<file path="src/rtl/output_tile_collector.sv">
// rtl/output_tile_collector.sv - de-skews systolic column results into double-buffered 4x4 tiles and streams packed rows
module output_tile_collector #(
  parameter int DATA_W = 8,
  parameter int LANES  = 4,
  parameter int CNT_W  = 16
) (
  input  logic                    clk,
  input  logic                    reset,
  input  logic                    start,
  input  logic [DATA_W-1:0]       c0_in,
  input  logic [DATA_W-1:0]       c1_in,
  input  logic [DATA_W-1:0]       c2_in,
  input  logic [DATA_W-1:0]       c3_in,
  input  logic                    valid_c0,
  input  logic                    valid_c1,
  input  logic                    valid_c2,
  input  logic                    valid_c3,
  output logic [LANES*DATA_W-1:0] out_data,
  output logic [1:0]              out_row,
  output logic                    out_valid,
  input  logic                    out_ready,
  output logic                    out_last,
  output logic                    busy,
  output logic                    overflow,
  output logic [CNT_W-1:0]        tiles_done
);

  typedef enum logic {S_IDLE, S_EMIT} state_t;

  state_t                   r_state;
  logic [DATA_W-1:0]        r_tile [2][LANES][LANES];
  logic [1:0]               r_lane_row [LANES];
  logic [LANES-1:0]         r_lane_buf;
  logic [LANES-1:0]         r_done [2];
  logic                     r_rbuf;
  logic [LANES*DATA_W-1:0]  r_out_data;
  logic [1:0]               r_out_row;
  logic                     r_out_valid;
  logic                     r_overflow;
  logic [CNT_W-1:0]         r_tiles_done;

  logic [DATA_W-1:0]        w_lane_data [LANES];
  logic [LANES-1:0]         w_lane_valid;
  logic [LANES-1:0]         w_accept;
  logic [1:0]               w_full;
  logic                     w_drain_done;
  logic                     w_sel_buf;
  logic [1:0]               w_sel_row;
  logic [LANES*DATA_W-1:0]  w_sel_word;

  // Gather the per-column ports into indexable lane arrays
  always_comb begin
    w_lane_data[0] = c0_in;
    w_lane_data[1] = c1_in;
    w_lane_data[2] = c2_in;
    w_lane_data[3] = c3_in;
  end

  assign w_lane_valid = {valid_c3, valid_c2, valid_c1, valid_c0};
  assign w_full[0]    = &r_done[0];
  assign w_full[1]    = &r_done[1];

  // Row-3 handshake frees the buffer being drained in this very cycle
  assign w_drain_done = (r_state == S_EMIT) && r_out_valid && out_ready && (r_out_row == 2'd3);

  // A lane may write while its target column is free, or is being freed right now
  always_comb begin
    w_accept = '0;
    for (int c = 0; c < LANES; c++) begin
      w_accept[c] = w_lane_valid[c] &&
                    (!r_done[r_lane_buf[c]][c] ||
                     (w_drain_done && (r_lane_buf[c] == r_rbuf)));
    end
  end

  // Pick the row to present next: row 0 from idle, next row, or row 0 of the other buffer
  always_comb begin
    w_sel_buf  = r_rbuf;
    w_sel_row  = 2'd0;
    if (r_state == S_EMIT) begin
      if (r_out_row == 2'd3) begin
        w_sel_buf = ~r_rbuf;
      end else begin
        w_sel_row = r_out_row + 2'd1;
      end
    end
    w_sel_word = '0;
    for (int c = 0; c < LANES; c++) begin
      w_sel_word[(LANES-1-c)*DATA_W +: DATA_W] = r_tile[w_sel_buf][w_sel_row][c];
    end
  end

  // Tile storage: contents need no reset, lane state decides what is valid
  always_ff @(posedge clk) begin
    if (!start) begin
      for (int c = 0; c < LANES; c++) begin
        if (w_accept[c]) begin
          r_tile[r_lane_buf[c]][r_lane_row[c]][c] <= w_lane_data[c];
        end
      end
    end
  end

  // Per-lane capture state, done flags and sticky overflow
  always_ff @(posedge clk or negedge reset) begin
    if (!reset) begin
      for (int c = 0; c < LANES; c++) r_lane_row[c] <= 2'd0;
      r_lane_buf <= '0;
      r_done[0]  <= '0;
      r_done[1]  <= '0;
      r_overflow <= 1'b0;
    end else if (start) begin
      for (int c = 0; c < LANES; c++) r_lane_row[c] <= 2'd0;
      r_lane_buf <= '0;
      r_done[0]  <= '0;
      r_done[1]  <= '0;
      r_overflow <= 1'b0;
    end else begin
      if (w_drain_done) begin
        r_done[r_rbuf] <= '0;
      end
      for (int c = 0; c < LANES; c++) begin
        if (w_accept[c]) begin
          r_lane_row[c] <= r_lane_row[c] + 2'd1;
          if (r_lane_row[c] == 2'd3) begin
            r_done[r_lane_buf[c]][c] <= 1'b1;
            r_lane_buf[c]            <= ~r_lane_buf[c];
          end
        end else if (w_lane_valid[c]) begin
          r_overflow <= 1'b1;
        end
      end
    end
  end

  // Drain FSM: streams four rows per full buffer, chaining buffers without bubbles
  always_ff @(posedge clk or negedge reset) begin
    if (!reset) begin
      r_state      <= S_IDLE;
      r_rbuf       <= 1'b0;
      r_out_data   <= '0;
      r_out_row    <= 2'd0;
      r_out_valid  <= 1'b0;
      r_tiles_done <= '0;
    end else if (start) begin
      r_state      <= S_IDLE;
      r_rbuf       <= 1'b0;
      r_out_data   <= '0;
      r_out_row    <= 2'd0;
      r_out_valid  <= 1'b0;
      r_tiles_done <= '0;
    end else begin
      case (r_state)
        S_IDLE: begin
          if (w_full[r_rbuf]) begin
            r_out_data  <= w_sel_word;
            r_out_row   <= 2'd0;
            r_out_valid <= 1'b1;
            r_state     <= S_EMIT;
          end
        end
        S_EMIT: begin
          if (out_ready) begin
            if (r_out_row != 2'd3) begin
              r_out_data <= w_sel_word;
              r_out_row  <= r_out_row + 2'd1;
            end else begin
              r_rbuf       <= ~r_rbuf;
              r_tiles_done <= r_tiles_done + CNT_W'(1);
              if (w_full[~r_rbuf]) begin
                r_out_data <= w_sel_word;
                r_out_row  <= 2'd0;
              end else begin
                r_out_data  <= '0;
                r_out_row   <= 2'd0;
                r_out_valid <= 1'b0;
                r_state     <= S_IDLE;
              end
            end
          end
        end
        default: r_state <= S_IDLE;
      endcase
    end
  end

  assign out_data   = r_out_data;
  assign out_row    = r_out_row;
  assign out_valid  = r_out_valid;
  assign out_last   = (r_out_row == 2'd3) && r_out_valid;
  assign busy       = (|r_done[0]) || (|r_done[1]) || r_out_valid;
  assign overflow   = r_overflow;
  assign tiles_done = r_tiles_done;

endmodule
</file>
<file path="config.mk">
export PLATFORM = sky130hd
export DESIGN_NAME = output_tile_collector
export DESIGN_NICKNAME = d
export VERILOG_FILES = /design/src/rtl/output_tile_collector.sv
export SDC_FILE = /design/constraint.sdc
export NUM_CORES = 1
export LEC_CHECK = 0
export BUFFER_PORTS_ARGS = -buffer_cell sky130_fd_sc_hd__buf_2
export CAP_MARGIN = 10
export CORE_UTILIZATION = 48
export DETAILED_ROUTE_END_ITERATION = 6
export GPL_TIMING_DRIVEN = 0
export PLACE_DENSITY = 0.72
export SYNTH_ARGS = -nofsm -noshare
export SYNTH_HDL_FRONTEND = slang
export SYNTH_SLANG_ARGS = --single-unit
</file>
<file path="constraint.sdc">
create_clock -name clk -period 4.4 [get_ports clk]
set_input_delay 0.44 -clock clk [delete_from_list [all_inputs] [get_ports clk]]
set_output_delay 0.44 -clock clk [all_outputs]
set_load 0.05 [all_outputs]
</file>
-- Yosys cells after proc, flatten, opt, wreduce, memory -nomap -nowiden
Memory sizes are Yosys's and may differ from the RTL's.
Cells that the tools add are included.
- $add $sub $neg: 6
- $lt $le $gt $ge: 21
- equal/unequal tests: 15
- muxes and demuxes: 121
- bitwise operators: 22
- reductions and logical operators: 52
- operators by type and width (cell ; count):
    $mux W128 ; 4
    $demux W32 S2 ; 4
    $mux W32 ; 8
    $mux W8 ; 16
    $mux W16 ; 5
    $bmux W32 S2 ; 1
    $pmux W32 S2 ; 1
    $mux W1 ; 49
    $or A8 B8 Y8 ; 4
    $mux W2 ; 14
    $mux W24 ; 1
    $mux W4 ; 6
    $logic_and A1 B1 Y1 ; 21
    $demux W4 S1 ; 5
    $reduce_bool A2 Y1 ; 10
    $add A16 B1 Y16 const B ; 1
    $ge A3 B3 Y1 const B ; 5
    $not A2 Y3 ; 5
    $lt A3 B1 Y1 const B ; 4
    $mux W3 ; 4
    $ne A3 B3 Y1 const B ; 4
    $reduce_and A4 Y1 ; 3
    $add A2 B1 Y2 const B ; 5
    $eq A2 B2 Y1 const B ; 5
    16 further kinds ; 52
- register bits after elaboration: 74
- RAM bits: 256
- input bits: 40
- output and inout bits: 54
- logic and storage cells: 255
- memories: 1
- memories (name ; depth ; bits a word ; read ports ; clocked after memory_dff ; write ports ; line ; text):
    r_tile ; 2 ; 128 ; 1 ; 0 ; 4 ; 31 ; logic [DATA_W-1:0] r_tile [2][LANES][LANES];

-- Logic depth before layout (Yosys ltp)
Gate-level depths: netlist of run 1.
- depth in word-level cells: 25
- gate-level depth with buffers: 8
- depth with buffers taken out: 6

-- Least setup slack after synthesis of run 1
OpenSTA, ideal clock, no wires.
- path type: reg2reg
- start point: register r_out_row[0], in the netlist out_row[0]
- end point: memory r_tile[0][56] in the netlist's numbering (enable)
- arrival time: 2818 ps
- required time: 4002 ps
- setup slack: 1184 ps
- cell stages (with the launch flop): 7
- buffers on the path: 1
- cells stage by stage: dfrtp_1 ha_1 buf_4 nand4_1 nor2_1 o221ai_1 nor4b_1
- RTL lines (item ; line ; text):
    from (decl) ; 37 ; logic [1:0] r_out_row;
    from (signal assigned) ; 166 ; r_out_row <= r_out_row + 2'd1;
    to (decl) ; 31 ;

-- Worst setup path after layout of run 1
- start point: register r_out_row[1], in the netlist out_row[1]
- end point: output out_last
- word-level cells in the longest chain between the ends: 2
- ends and longest elaborated chain (item ; line ; text):
    $eq A2 B2 Y1 ; 190 ; assign out_last = (r_out_row == 2'd3) && r_out_valid;
    $logic_and A1 B1 Y1 ; 190 ;
    to (decl) ; 22 ; output logic out_last,
No other way between the ends.

==> flow_metrics.env, run 1 <==
export IMPL_status="complete, but fails checks"
export IMPL_synth_top_flop_cell="edfxtp_1"
export IMPL_r2r_cells=7
export IMPL_timing_final_crit_period_ns=3.53
export IMPL_hold_depth=1
export IMPL_r2r_start="out_row[1]"
export IMPL_synth_top_area_share_pct=50.8
export IMPL_rsz0062_at_grt="no"
export IMPL_vias_per_cell=6.09
export IMPL_max_vdd_ir_drop_uv=255
export IMPL_cp_required_ns=3.96
export IMPL_gp_congestion=0.850
export IMPL_r2r_end="r_tile[0][57]"
export IMPL_tightest_slew_ns=1.06
export IMPL_vias=10586
export IMPL_yosysTopAreaCell="edfxtp_1"
export IMPL_post_cts_setup_buffers=0
export IMPL_swShare_pct=20.5
export IMPL_drc=7
export IMPL_hold_viol_final=0
export IMPL_fp_coreArea_sq_mm=0.0308
export IMPL_slowest_stage="clkbuf_1"
export IMPL_drt_total_wl_um=39300
export IMPL_pin_count=94
export IMPL_power_density_mw_per_mm2=384
export IMPL_dr_pass1_iters=7
export IMPL_path_common_cell="clkbuf_1"
export IMPL_share_seq_of_total_power_pct=51.5
export IMPL_initial_core_util_pct=49.1
export IMPL_finalCritPeriodShare_pct=80.3
export IMPL_fp_dieW_um=180
export IMPL_synth_edf_count=256
export IMPL_antenna_found_initial=3
export IMPL_n_fill_cell=2467
export IMPL_ant_nets=0
export IMPL_min_path_type="input port to flip-flop"
export IMPL_clk_path_buf_depth=3
export IMPL_synth_distinct_cells=47
export IMPL_drv_cap=0
export IMPL_yosysWarnings=0
export IMPL_cts_buffers=35
export IMPL_finalPower_uw=6670
export IMPL_overflow=0
export IMPL_first_global_vias=10617
export IMPL_cts_resized=0
export IMPL_ys_seq_elements=330
export IMPL_dieArea_sq_mm=0.0322
export IMPL_relSlewSlack_pct=28.7
export IMPL_combPwrFrac_pct=3.7
export IMPL_cp_max_fo=10
export IMPL_critPathBufInv=4
export IMPL_cts_max_level=2
export IMPL_synth_seq_area_share_pct=63.0
export IMPL_grt_start_max_net_pins=65
export IMPL_crit_path_end_kind="output port"
export IMPL_design_area_sq_mm=0.0173
export IMPL_crit_chain="ha_1 -> buf_4 -> clkbuf_1 -> clkbuf_1 -> and2_1 -> buf_2"
export IMPL_holdPathEnd="r_tile[0][127]"
export IMPL_drt_iter0_markers=1115
export IMPL_path_clk_slew_ns=0.06
export IMPL_power_frac_clock_pct=44.8
export IMPL_ctsHoldBuffers=1
export IMPL_synth_area_per_cell_sq_um=12.8
export IMPL_nets=1373
export IMPL_p_leak_uw=0.00604
export IMPL_final_setup_tns_ns=0
export IMPL_max_stage_delay_ns=0.70
export IMPL_timing_worst_setup_path_type="flip-flop to output port"
export IMPL_p_int_uw=5300
export IMPL_port_buffers=92
export IMPL_start_kind="flip-flop"
export IMPL_wire_per_inst_um=22.6
export IMPL_grt_pass1_wl_um=60200
export IMPL_ff2ff_setup_slack_ns=1.06
export IMPL_syn_to_final_growth_pct=14.6
export IMPL_postPlaceCellArea_sq_mm=0.0162
export IMPL_netlist_area_sq_mm=0.0151
export IMPL_postSynth_asyncResetShare_pct=22.4
export IMPL_p_sw_uw=1370
export IMPL_slew_viol_final=0
export IMPL_rows=64
export IMPL_cp_arrival_ns=3.09
export IMPL_critPathTopFamily="buffers and inverters"
export IMPL_synth_area_leaders="edfxtp_1 51%, dfrtp_1 12%, mux2i_1 11%, o22ai_1 4.2%, nand2_1 3.0%"
export IMPL_root_buffer="clkbuf_16"
export IMPL_hpwl_um=26900
export IMPL_finalSetupViolCount=0
export IMPL_syn_nets=1238
export IMPL_track_usage_pct=24.4
export IMPL_final_util_pct=56.2
export IMPL_min_delay_start="c0_in[7]"
export IMPL_postSynthCellCount=1180
export IMPL_insertion_delay_ns=0.51
export IMPL_violations="DRC"
export IMPL_die_y_um=180
export IMPL_finalClockSkew_ns=0.0168
export IMPL_clock_sinks=330
export IMPL_drive_above_1_share_pct=14.1
export IMPL_cts_tree="yes"
export IMPL_holdWs_ns=0.207
export IMPL_fmax_mhz=283
==> worst reg2reg max path: cells and delay by family, from the launching register on <==
| family | cells | cell delay (ns) |
|---|---|---|
| AO/OA/AOI/OAI | 1 | 0.40 |
| adder cells (fa/ha/maj) | 1 | 0.18 |
| buffers and inverters | 2 | 0.45 |
| flip-flops | 1 | 0.45 |
| AND/OR/NAND/NOR | 3 | 1.56 |
==> cells by family after synthesis <==
| family | share of synthesized area (%) |
|---|---|
| AND/OR/NAND/NOR | 8.38 |
| XOR/XNOR | 1.28 |
| buffers and inverters | 3.03 |
| multiplexers | 11.1 |
| adder cells (fa/ha/maj) | 1.49 |
| flip-flops | 63.0 |
| AO/OA/AOI/OAI | 11.6 |
==> cell type report <==
cell class / instances / area, sq um / area share, %
sequential: 330 / 9540 / 55.0
buffer: 86 / 394 / 2.27
antenna: 1 / 2.50 / 0.0144
clock buffer: 49 / 991 / 5.71
clock inverter: 14 / 170 / 0.981
multi-input combinational: 747 / 5150 / 29.7
tap: 396 / 495 / 2.86
inverter: 17 / 63.8 / 0.368
timing repair buffer: 98 / 534 / 3.08
==> routing by layer <==
| layer | part of all wire [%] | GRT usage [%] | wire length, um |
|---|---|---|---|
| met2 | 47 | 40.0 | 18400 |
| met3 | 8.2 | 4.72 | 3240 |
| met1 | 42 | 32.1 | 16400 |
| met4 | 3.2 | 9.55 | 1280 |
| met5 | 0.053 | 0 | 21 |
==> sequential cells by signal, indices dropped and copies added, names as in the netlist <==
register,cells
overflow,1
r_tile,256
tiles_done,16
r_state,1
out_row,2
r_lane_buf,4
r_done,8
r_lane_row,8
r_rbuf,1
out_data,32
out_valid,1
==> Yosys cell counts, types with 3 or more instances <==
library cell and instances:
a211oi_1 32, a21oi_1 81, and2_1 19, and3_1 3, and4_1 5, buf_1 7, buf_2 18, buf_4 13
clkbuf_1 48, dfrtp_1 74, edfxtp_1 256, ha_1 18, inv_1 17, mux2i_1 166, nand2_1 121, nand3_1 16
nand4_1 6, nor2_1 41, nor2b_1 33, nor3_1 8, nor4_1 3, o21ai_0 12, o22ai_1 101, o32ai_1 32
or3_1 4, xnor2_1 14, xor2_1 5
==> worst max-delay path by stage <==
stage | start | endpoint | cells after the start
final | out_row[1] | out_last | 6
after global routing | out_row[1] | out_last | 6
after CTS | out_row[0] | out_last | 6
after detailed placement | out_row[0] | r_tile[0][61] | 7
after global placement | out_row[0] | r_tile[0][61] | 6
after floorplan | out_row[0] | r_tile[0][56] | 6
==> power by group through the flow <==
| stage | registers [uW] | logic [uW] | clock network (uW) |
|---|---|---|---|
| final | 3430 | 244 | 2990 |
| after global routing | 3440 | 270 | 3130 |
| after CTS | 3430 | 244 | 3010 |
| after detailed placement | 3500 | 241 | 0 |
| after global placement | 3500 | 225 | 0 |
| after floorplan | 3500 | 124 | 0 |
==> placed cells by master, fill, tap and decap left out, types with 3 or more instances in the layout <==
cell type and instances:
nor2_1 41, clkbuf_16 37, nand2_1 121, buf_2 109, clkinv_2 3, mux2i_1 166, inv_1 17, clkinv_1 5
nor2b_1 33, nor4_1 3, a21oi_1 81, and2_1 19, o22ai_1 101, o32ai_1 32, nand4_1 6, edfxtp_1 256
o21ai_0 12, or3_1 4, and4_1 5, xor2_1 5, buf_4 17, ha_1 18, buf_1 7, clkbuf_1 58
bufinv_16 4, a211oi_1 32, dfrtp_1 74, nand3_1 16, nor3_1 8, and3_1 3, xnor2_1 14
==> per-stage QoR <==
step,instances,setup WS (ns)
3_5_place_dp,1673,1.18
4_1_cts,1737,0.930
5_1_grt,1738,0.848
6_report,1738,0.867
3_3_place_gp,1668,0.423
2_1_floorplan,1180,1.18
Note: power is estimated with default switching activity, not from simulation.
==> run 2, diff against run 1 <==
- clock period: 4.4 -> 3.25 ns (I/O delays scaled with it)
==> flow_metrics.env, run 2 (same netlist as run 1, synthesis figures left out) <==
export IMPL_status="complete, but fails checks"
export IMPL_violations="DRC"
export IMPL_first_global_vias=10617
export IMPL_share_seq_of_total_power_pct=51.5
export IMPL_r2r_start="out_row[1]"
export IMPL_syn_to_final_growth_pct=14.8
export IMPL_grt_pass1_wl_um=60300
export IMPL_track_usage_pct=24.4
export IMPL_drive_above_1_share_pct=14.2
export IMPL_clock_sinks=330
export IMPL_drt_iter0_markers=1055
export IMPL_start_kind="flip-flop"
export IMPL_drt_total_wl_um=39300
export IMPL_insertion_delay_ns=0.51
export IMPL_min_path_type="input port to flip-flop"
export IMPL_finalClockSkew_ns=0.0168
export IMPL_cts_tree="yes"
export IMPL_cp_arrival_ns=3.41
export IMPL_hold_depth=1
export IMPL_drc=7
export IMPL_ant_nets=0
export IMPL_dieArea_sq_mm=0.0322
export IMPL_final_cell_mix="256 x edfxtp_1, 166 x mux2i_1, 121 x nand2_1"
export IMPL_cts_buffers=35
export IMPL_p_sw_uw=1850
export IMPL_tightest_slew_ns=1.07
export IMPL_finalSetupViolCount=0
export IMPL_fp_coreArea_sq_mm=0.0308
export IMPL_die_y_um=180
export IMPL_timing_final_crit_period_ns=3.18
export IMPL_gp_congestion=0.850
export IMPL_pin_count=94
export IMPL_crit_path_end_kind="flip-flop"
export IMPL_drv_cap=0
export IMPL_largest_register_ffs=256
export IMPL_combPwrFrac_pct=3.7
export IMPL_top_layer="met5"
export IMPL_clk_path_buf_depth=3
export IMPL_vias=10586
export IMPL_layout_commonest_cell="edfxtp_1"
export IMPL_root_buffer="clkbuf_16"
export IMPL_min_delay_start="c0_in[7]"
export IMPL_grt_start_max_net_pins=65
export IMPL_final_cells=1738
export IMPL_nets=1373
export IMPL_ff2ff_setup_slack_ns=0.07
export IMPL_hold_viol_final=0
export IMPL_timing_worst_setup_path_type="flip-flop to flip-flop"
export IMPL_r2r_cells=7
export IMPL_met3WireLength_um=3330
export IMPL_cp_required_ns=3.48
export IMPL_final_setup_tns_ns=0
export IMPL_power_density_mw_per_mm2=520
export IMPL_antenna_found_initial=3
export IMPL_slew_viol_final=0
export IMPL_relSlewSlack_pct=28.3
export IMPL_dr_pass1_iters=7
export IMPL_hpwl_um=26900
export IMPL_cp_max_fo=9
export IMPL_swShare_pct=20.5
export IMPL_wire_per_inst_um=22.6
export IMPL_holdPathEnd="r_tile[0][95]"
export IMPL_vias_per_cell=6.09
export IMPL_power_frac_clock_pct=44.8
export IMPL_p_leak_uw=0.00605
export IMPL_rows=64
export IMPL_p_int_uw=7180
export IMPL_r2r_end="r_tile[0][67]"
export IMPL_dp_cells=1673
export IMPL_initial_core_util_pct=49.1
export IMPL_port_buffers=92
export IMPL_path_clk_slew_ns=0.06
export IMPL_fp_dieW_um=180
export IMPL_rsz0062_at_grt="no"
export IMPL_cts_max_level=2
export IMPL_finalCritPeriodShare_pct=97.9
export IMPL_wl_met1_um=16300
export IMPL_overflow=0
export IMPL_post_cts_setup_buffers=0
export IMPL_routed_wl_met2_um=18400
export IMPL_fmax_mhz=314
export IMPL_max_vdd_ir_drop_uv=344
==> run 2: cell types whose count changed in the layout (fill, tap and decap cells not counted) <==
cell and delta:
nor2_2 +1, nor4b_4 +2, nor2_1 -1, nor4b_2 -2
clkbuf_2 +1, clkbuf_1 -1
==> run 2: timing repair <==
| action | 4_1_cts | 5_1_grt |
|---|---|---|
| resized for setup | 1 | 3 |
| hold endpoints to repair | 24 | 0 |
| endpoints found under the setup margin | 1 | 12 |
| hold buffers | 1 | 0 |
==> run 2: metal layers <==
layer | track usage [%] | up-vias
met4 | 9.55 | 4
met3 | 4.72 | 86
met2 | 40.0 | 497
li1 | - | 4771
met5 | 0 | -
met1 | 32.1 | 5228
==> run 2: area by class of cell <==
| class | instances | area [sq um] |
|---|---|---|
| clock buffer | 49 | 991 |
| multi-input combinational | 747 | 5170 |
| antenna | 1 | 2.50 |
| buffer | 86 | 395 |
| fill | 2469 | 13500 |
| clock inverter | 14 | 170 |
| sequential | 330 | 9540 |
| timing repair buffer | 98 | 534 |
| inverter | 17 | 63.8 |
| tap | 396 | 495 |
==> run 2: critical path, cell delays in order, from the launching register on <==
cell and delay, ns:
dfrtp_1 0.45, ha_1 0.18, buf_4 0.18, nand4_1 0.37
o21ai_0 0.57, o221a_2 0.33, nor3b_2 0.58, buf_6 0.22
==> run 2: per-stage QoR <==
stage | worst slack [ns] | hold WS [ns] | total power [uW] | utilization (%) | instance area (sq um)
final | 0.0693 | 0.0931 | 9030 | 56.3 | 17400
after global routing | 0.00300 | 0.0911 | 9260 | 56.3 | 17400
after CTS | 0.00751 | 0.0749 | 9060 | 56.2 | 17300
after detailed placement | 0.0297 | 0.196 | 5060 | 52.4 | 16200
after global placement | -0.727 | 0.531 | 5040 | 52.2 | 16100
after floorplan | 0.0344 | 0.0294 | 4900 | - | 15100
==> run 2: worst max path at each step <==
stage               slack [ns]  cells past startpoint       endpoint  startpoint
detailed placement        0.03                      7  r_tile[0][61]  out_row[0]
floorplan                 0.03                      6  r_tile[0][56]  out_row[0]
global route             0.003                      7  r_tile[0][64]  out_row[1]
CTS                      0.008                      7  r_tile[0][57]  out_row[0]
finish                    0.07                      7  r_tile[0][67]  out_row[1]
global placement         -0.73                      6  r_tile[0][61]  out_row[0]
==> run 2: power groups by stage <==
stage / combinational (uW) / clock, uW / sequential, uW
6_report: 333 / 4040 / 4650
5_1_grt: 368 / 4230 / 4650
4_1_cts: 330 / 4080 / 4650
3_5_place_dp: 326 / 0 / 4740
3_3_place_gp: 305 / 0 / 4730
2_1_floorplan: 167 / 0 / 4730
==> run 3, diff against run 2 <==
- ABC_CLOCK_PERIOD_IN_PS: not set -> 3250
- SETUP_SLACK_MARGIN: not set -> 0.15
==> flow_metrics.env, run 3 (same netlist as run 1, synthesis figures left out) <==
export IMPL_status="complete, but fails checks"
export IMPL_violations="DRC"
export IMPL_first_global_vias=10617
export IMPL_max_vdd_ir_drop_uv=343
export IMPL_cp_max_fo=9
export IMPL_insertion_delay_ns=0.51
export IMPL_rows=64
export IMPL_pin_count=94
export IMPL_power_density_mw_per_mm2=520
export IMPL_min_path_type="input port to flip-flop"
export IMPL_p_leak_uw=0.00606
export IMPL_root_buffer="clkbuf_16"
export IMPL_initial_core_util_pct=49.1
export IMPL_wire_per_inst_um=22.7
export IMPL_n_fill_cell=2468
export IMPL_final_util_pct=56.3
export IMPL_critPathTopFamily="simple AND/OR/NAND/NOR gates"
export IMPL_crit_path_end_kind="flip-flop"
export IMPL_cp_arrival_ns=3.36
export IMPL_cts_max_level=2
export IMPL_finalSetupViolCount=0
export IMPL_final_setup_tns_ns=0
export IMPL_nets=1374
export IMPL_layout_commonest_cell="edfxtp_1"
export IMPL_max_stage_delay_ns=0.53
export IMPL_postLayoutSetupSlackWorst_ns=0.111
export IMPL_timing_final_crit_period_ns=3.14
export IMPL_drc=7
export IMPL_fp_dieW_um=180
export IMPL_grt_pass1_wl_um=60300
export IMPL_cts_tree="yes"
export IMPL_antenna_found_initial=3
export IMPL_slew_viol_final=0
export IMPL_timing_worst_setup_path_type="flip-flop to flip-flop"
export IMPL_fp_coreArea_sq_mm=0.0308
export IMPL_clk_path_buf_depth=3
export IMPL_dieArea_sq_mm=0.0322
export IMPL_place_ws_ns=0.0297
export IMPL_fmax_mhz=319
export IMPL_drive_above_1_share_pct=14.4
export IMPL_largest_register_ffs=256
export IMPL_rsz0062_at_grt="yes"
export IMPL_dr_pass1_iters=7
export IMPL_vias=10634
export IMPL_track_usage_pct=24.4
export IMPL_tightest_slew_ns=0.937
export IMPL_design_area_sq_mm=0.0174
export IMPL_hpwl_um=26900
export IMPL_crit_chain="ha_1 -> buf_4 -> nand4_1 -> nor2_2 -> o221ai_1 -> nor4b_4 -> buf_4"
export IMPL_overflow=0
export IMPL_die_y_um=180
export IMPL_relSlewSlack_pct=37.1
export IMPL_gp_congestion=0.850
export IMPL_drv_cap=0
export IMPL_finalClockSkew_ns=0.0173
export IMPL_holdWs_ns=0.0939
export IMPL_start_kind="flip-flop"
export IMPL_postPlaceCellArea_sq_mm=0.0162
export IMPL_vias_per_cell=6.12
export IMPL_grt_start_max_net_pins=65
export IMPL_clock_sinks=330
export IMPL_drt_total_wl_um=39400
export IMPL_cp_required_ns=3.47
export IMPL_cts_buffers=35
export IMPL_syn_to_final_growth_pct=14.8
export IMPL_ant_nets=0
export IMPL_drt_iter0_markers=1048
export IMPL_hold_viol_final=0
export IMPL_path_common_cell="buf_4"
export IMPL_finalCritPeriodShare_pct=96.6
export IMPL_port_buffers=92
export IMPL_slowest_stage="nor4b_4"
export IMPL_path_clk_slew_ns=0.06
export IMPL_final_cell_mix="256 x edfxtp_1, 166 x mux2i_1, 121 x nand2_1"
export IMPL_critPathBufInv=2
[run 3: cell types whose count changed in the layout (fill, tap and decap cells not counted)]
cell	previous run	this run
buf_4	17	18
nor2_1	40	39
nor2_2	1	2
o21ai_0	12	11
o21ai_1	1	2
[run 3: layout make-up]
| cell class | count | area (sq um) | area share (%) |
|---|---|---|---|
| Clock buffer | 49 | 991 | 5.70 |
| Sequential cell | 330 | 9540 | 54.9 |
| Antenna cell | 1 | 2.50 | 0.0144 |
| Buffer | 86 | 395 | 2.28 |
| Clock inverter | 14 | 170 | 0.980 |
| Multi-Input combinational cell | 747 | 5170 | 29.8 |
| Timing Repair Buffer | 99 | 542 | 3.12 |
| Tap cell | 396 | 495 | 2.85 |
| Inverter | 17 | 63.8 | 0.367 |
[run 3: path summary, 6_finish.rpt]
path	end	slack [ns]	cells past startpoint	startpoint
worst max-delay path	r_tile[1][63]	0.11	7	out_row[1]
worst min-delay path	r_tile[1][127]	0.09	1	c0_in[7]
worst max register to register	r_tile[1][63]	0.11	7	out_row[1]
worst min register to register	overflow	0.55	2	overflow
max in group asynchronous	out_data[18]	2.40	3	reset
min in group asynchronous	out_data[24]	0.21	2	reset
[run 3: power by group]
part           leakage, uW  internal, uW  switching [uW]
Sequential         0.00334          4620            30.0
Combinational      0.00215           108             226
Clock             0.000563          2450            1590
Total              0.00606          7180            1850
[run 3: metrics by stage]
| stage | instances | total power (uW) |
|---|---|---|
| after floorplan | 1180 | 4900 |
| after global placement | 1668 | 5040 |
| after detailed placement | 1673 | 5060 |
| after CTS | 1737 | 9060 |
| after global routing | 1739 | 9260 |
| final | 1739 | 9030 |
[run 3: worst register-to-register path: stages, from the launching register on]
cell	delay, ns
dfrtp_1	0.45
ha_1	0.18
buf_4	0.18
nand4_1	0.37
nor2_2	0.46
o221ai_1	0.44
nor4b_4	0.53
buf_4	0.24
[run 3: what timing repair did]
item                                    in CTS  in global routing
endpoints found under the setup margin       9                 29
endpoints found under the hold margin       24                  0
pin swaps                                    0                  1
resized for setup                            1                  5
hold buffers                                 1                  0
setup buffers                                0                  1
[run 3: layer usage]
metal | track usage (%) | up-vias | routed length (um)
li1 | - | 4775 | -
met1 | 32.1 | 5281 | 16600
met2 | 40.0 | 480 | 18400
met3 | 4.72 | 94 | 3060
met4 | 9.55 | 4 | 1310
met5 | 0 | - | 25
